$ cat src/rtl/fact_bcd_converter.sv
// Sequential double-dabble converter: turns the factorial unit's binary result
// into packed BCD, one shift per clock, and counts significant decimal digits.
module fact_bcd_converter #(
  parameter int BIN_W  = 16,
  parameter int DIGITS = 5
) (
  input  logic                  clk,
  input  logic                  reset,
  input  logic                  start,
  input  logic [BIN_W-1:0]      bin,
  output logic                  busy,
  output logic                  done,
  output logic [4*DIGITS-1:0]   bcd,
  output logic [2:0]            ndigits
);

  localparam int SR_W  = 4*DIGITS + BIN_W;
  localparam int CNT_W = (BIN_W > 1) ? $clog2(BIN_W) : 1;

  localparam logic [1:0] S_IDLE  = 2'd0;
  localparam logic [1:0] S_SHIFT = 2'd1;
  localparam logic [1:0] S_DONE  = 2'd2;

  logic [1:0]       state;
  logic [SR_W-1:0]  sr;
  logic [SR_W-1:0]  sr_adj;
  logic [SR_W-1:0]  sr_next;
  logic [CNT_W-1:0] cnt;
  logic [2:0]       nd_next;

  // Add-3 adjust on every BCD nibble, then the shift; nd_next looks at the
  // post-shift BCD field so it is valid on the final shift edge.
  always_comb begin
    // NOTE: every always_comb output gets a default first so no latch is inferred.
    sr_adj = sr;
    for (int i = 0; i < DIGITS; i++) begin
      if (sr[BIN_W+4*i +: 4] >= 4'd5)
        sr_adj[BIN_W+4*i +: 4] = sr[BIN_W+4*i +: 4] + 4'd3;
    end
    sr_next = {sr_adj[SR_W-2:0], 1'b0};

    nd_next = 3'd1;
    for (int i = 1; i < DIGITS; i++) begin
      if (sr_next[BIN_W+4*i +: 4] != 4'd0)
        nd_next = 3'(i + 1);
    end
  end

  always_ff @(posedge clk or posedge reset) begin
    if (reset) begin
      // NOTE: sequential state uses non-blocking assignments so every flop
      // samples pre-edge values regardless of statement order.
      state   <= S_IDLE;
      sr      <= '0;
      cnt     <= '0;
      bcd     <= '0;
      ndigits <= 3'd1;
    end else begin
      case (state)
        S_IDLE: begin
          if (start) begin
            sr    <= {{(4*DIGITS){1'b0}}, bin};
            cnt   <= '0;
            state <= S_SHIFT;
          end
        end
        S_SHIFT: begin
          sr  <= sr_next;
          cnt <= cnt + 1'b1;
          if (cnt == CNT_W'(BIN_W - 1)) begin
            state   <= S_DONE;
            bcd     <= sr_next[SR_W-1 -: 4*DIGITS];
            ndigits <= nd_next;
          end
        end
        S_DONE:  state <= S_IDLE;
        default: state <= S_IDLE;
      endcase
    end
  end

  assign busy = (state != S_IDLE);
  assign done = (state == S_DONE);

endmodule
$ cat config.mk
export PLATFORM = sky130hd
export DESIGN_NAME = fact_bcd_converter
export DESIGN_NICKNAME = d
export VERILOG_FILES = /design/src/rtl/fact_bcd_converter.sv
export SDC_FILE = /design/constraint.sdc
export NUM_CORES = 1
export LEC_CHECK = 0
export ABC_AREA = 1
export CORE_ASPECT_RATIO = 0.8
export CORE_UTILIZATION = 54
export DETAILED_ROUTE_END_ITERATION = 8
export HOLD_SLACK_MARGIN = 0.15
export MAX_ROUTING_LAYER = met4
export PLACE_DENSITY = 0.88
export SYNTH_ARGS = -nofsm -noshare
export SYNTH_HDL_FRONTEND = slang
export SYNTH_SLANG_ARGS = --single-unit
$ cat constraint.sdc
create_clock -name clk -period 2.72 [get_ports clk]
set_input_delay 0.68 -clock clk [delete_from_list [all_inputs] [get_ports clk]]
set_output_delay 0.68 -clock clk [all_outputs]
set_load 0.01 [all_outputs]
==> results of run 1 <==
[placed cells by master (no fill, tap or decap), drive strengths merged, types with 2 or more instances in the layout]
cell type      netlist  final
nand2              102    102
dfrtp               64     64
inv                 53     53
clkdlybuf4s50        0     43
o21ai               32     32
nand3               30     30
nor2                22     22
o22ai               16     16
clkbuf               3     13
o211ai              12     12
ha                  11     11
xor2                 5      5
nand4                4      4
a21oi                3      3
clkinv               0      3
buf                 10      3
o221ai               2      2
[cell type report]
type                       count  share of cell area [%]
multi-input combinational    242                    33.3
sequential                    65                    42.3
clock buffer                  13                    4.13
clock inverter                 3                   0.390
inverter                      53                    5.17
timing repair buffer          46                    12.1
tap                           78                    2.54
[routing by layer]
layer  wire length (µm)  vias to the layer above
li1                   -                     1306
met1               3080                     1280
met2               3210                       74
met3                292                        7
met4                 70                        0
met5                  0                        -
[final timing paths]
check	to	slack [ns]	depth (start not counted)
worst max-delay path	busy	0.37	3
worst min-delay path	bcd[2]	0.48	2
worst max register to register	ndigits[0]	0.97	10
worst min register to register	bcd[2]	0.48	2
max in group asynchronous	ndigits[0]	1.68	3
min in group asynchronous	sr[14]	0.71	3
[registers in the layout, indices dropped and copies added (netlist names)]
signal / cells
sr: 36
bcd: 20
cnt: 4
ndigits: 3
state: 2
[critical path, delay by kind of cell, from the launching register on]
kind / cells / cell delay [ns]
buffers and inverters: 2 / 0.55
DFF: 1 / 0.44
and+or+nand+nor: 1 / 0.34
[power by group through the flow]
stage	Combinational, µW	Clock, µW	Sequential (µW)
2_1_floorplan	1610	0	1730
3_3_place_gp	2280	0	1680
3_5_place_dp	2430	0	1700
4_1_cts	2440	733	1690
5_1_grt	2760	770	1740
6_report	2450	718	1700
[logic make-up (layout without fill, tap and decap cells)]
family                   Yosys count  count (layout)  synth area share, %
AND/OR/NAND/NOR                  158             158                 21.8
flip-flops                        65              65                 51.4
AO/OA/AOI/OAI                     68              68                 12.9
buffers and inverters             66             115                 8.14
adder cells (fa/ha/maj)           11              11                 4.34
XOR/XNOR                           5               5                 1.38
[stage by stage]
step                      instance area (µm²)  total power, µW  worst slack [ns]  hold slack, ns
final                                    3850             4860             0.370           0.482
after CTS                                3850             4870             0.347           0.488
after floorplan                          3170             3340             0.415           0.452
after detailed placement                 3670             4130             0.733           0.472
after global placement                   3670             3960             0.740           0.464
after global routing                     3850             5280             0.291           0.514
==> metrics.cfg, run 1 <==
[outcome]
status=completed

[yosys]
synthArstFlopShare_pct=100
synth_edf_count=0
yosys.cell_count.top_type=nand2_1
yosys-top-cells-area=dfrtp_1 (51%), nand2_1 (12%), inv_1 (5.9%)
ys_types=27
yosys_register_bits=65
synth_top_cells_by_count=nand2_1 (98), dfrtp_1 (64), inv_1 (50), o21ai_0 (31), nand3_1 (29)
ys_seq_area_share_pct=51.4
synthesis.area_um2=3170
syn_nets=403
synthFlopType=dfrtp_1
synth_warnings=0
avgSynthCellArea_um2=8.49
synth_top_area_share_pct=50.6
syn_inst=373
yosysTopAreaCell=dfrtp_1

[setup_path]
cp_slowest_cell=clkdlybuf4s50_1
cpPeakStageDelay_ns=0.48
path_class=flop to output port
startpoint_type=flop
required_ns=2.04
path_cells=nor2_4, inv_1, clkdlybuf4s50_1
end_kind=output port
startpoint=state[0]
arrival_ns=1.67
r2r_start=sr[28]
crit_fanout=18

[floorplanning]
core_area_um2=5560
start_util_pct=57.0
die_w_um=87.6
die_h_um=70.5
rows=24
dieArea_um2=6180
ios=44

[clock_network]
ctsHtreeMaxLevel=3
clk_pin_slew_ns=0.06
cts_sinks=65
postCtsSetupBuffers=0
cts_tree=yes
hold_buffers=0
clk_path_buf_depth=2
clk_latency_ns=0.34
numCtsBuffers=9
root_buffer=clkbuf_8
post_cts_resized=0

[layout]
drive_above_1_share_pct=7.11
diodes=0
regArea_um2=1630
n_fill_cell=441
final_util_pct=69.2
final_cell_count_no_fill=500
syn_to_final_growth_pct=21.4
multi_input_area_um2=1280
finalNetCount=447

[timing]
period_share_pct=86.4
fin_setup_tns_ns=0
min_period_ns=2.35
drv_slew=0
relSlewSlack_pct=67.2
fmax_ghz=0.426
setup_viol=0
tightest_slew_ns=0.492
rsz0062_at_grt=no
finalHoldViolations=0
skew_ns=0.00494

[detailed_routing]
wirelength_um=6650
ant_nets=0
drt_iter0_markers=171
wl_per_cell_um=13.3
via_count=2667
drtPass1Iterations=4
drc=0
viasPerCell=5.33

[grt]
grt_antenna_before_repair=0
use_met1_pct=30.2
gr-total-overflow=0
grt_max_degree=66
top_usage_layer=met2
grtUsageMet3_pct=6.03
grt_pass1_vias=2617
grt_pass1_wl_um=11300
use_met2_pct=40.2
groute.usage.overall_pct=24.6

[place]
dp_hpwl_um=4600
gp_congestion=0.853
numPortBuffers=43
dp_cells=484

[job]
maxCapViolations=0

[power_and_ir_drop]
comb_power_share_pct=50.3
power_switching_uw=2100
seqPwrFrac_pct=35.0
p_int_uw=2760
peakVddDrop_uv=689
clockPowerShare_pct=14.8
p_leak_uw=0.00188
switching_share_pct=43.2
power.density_nw_per_um2=1260

[hold_path]
hold_path_class=flop to flop
holdCritStartpoint=bcd[2]

Power figures use the tool's default switching activity.
==> inputs of run 2 (changes only) <==
--- a/config.mk
+++ b/config.mk
@@ -12,6 +12,7 @@
 export HOLD_SLACK_MARGIN = 0.15
 export MAX_ROUTING_LAYER = met4
 export PLACE_DENSITY = 0.88
+export SLEW_MARGIN = 25
 export SYNTH_ARGS = -nofsm -noshare
 export SYNTH_HDL_FRONTEND = slang
 export SYNTH_SLANG_ARGS = --single-unit
==> results of run 2 <==
The final DEF is identical to that of run 1; final timing and power are the same.
==> inputs of run 3 (changes only) <==
--- a/config.mk
+++ b/config.mk
@@ -9,7 +9,7 @@
 export CORE_ASPECT_RATIO = 0.8
 export CORE_UTILIZATION = 54
 export DETAILED_ROUTE_END_ITERATION = 8
-export HOLD_SLACK_MARGIN = 0.15
+export HOLD_SLACK_MARGIN = 0.03
 export MAX_ROUTING_LAYER = met4
 export PLACE_DENSITY = 0.88
 export SLEW_MARGIN = 25
==> results of run 3 <==
The final DEF is identical to that of run 1; final timing and power are the same.
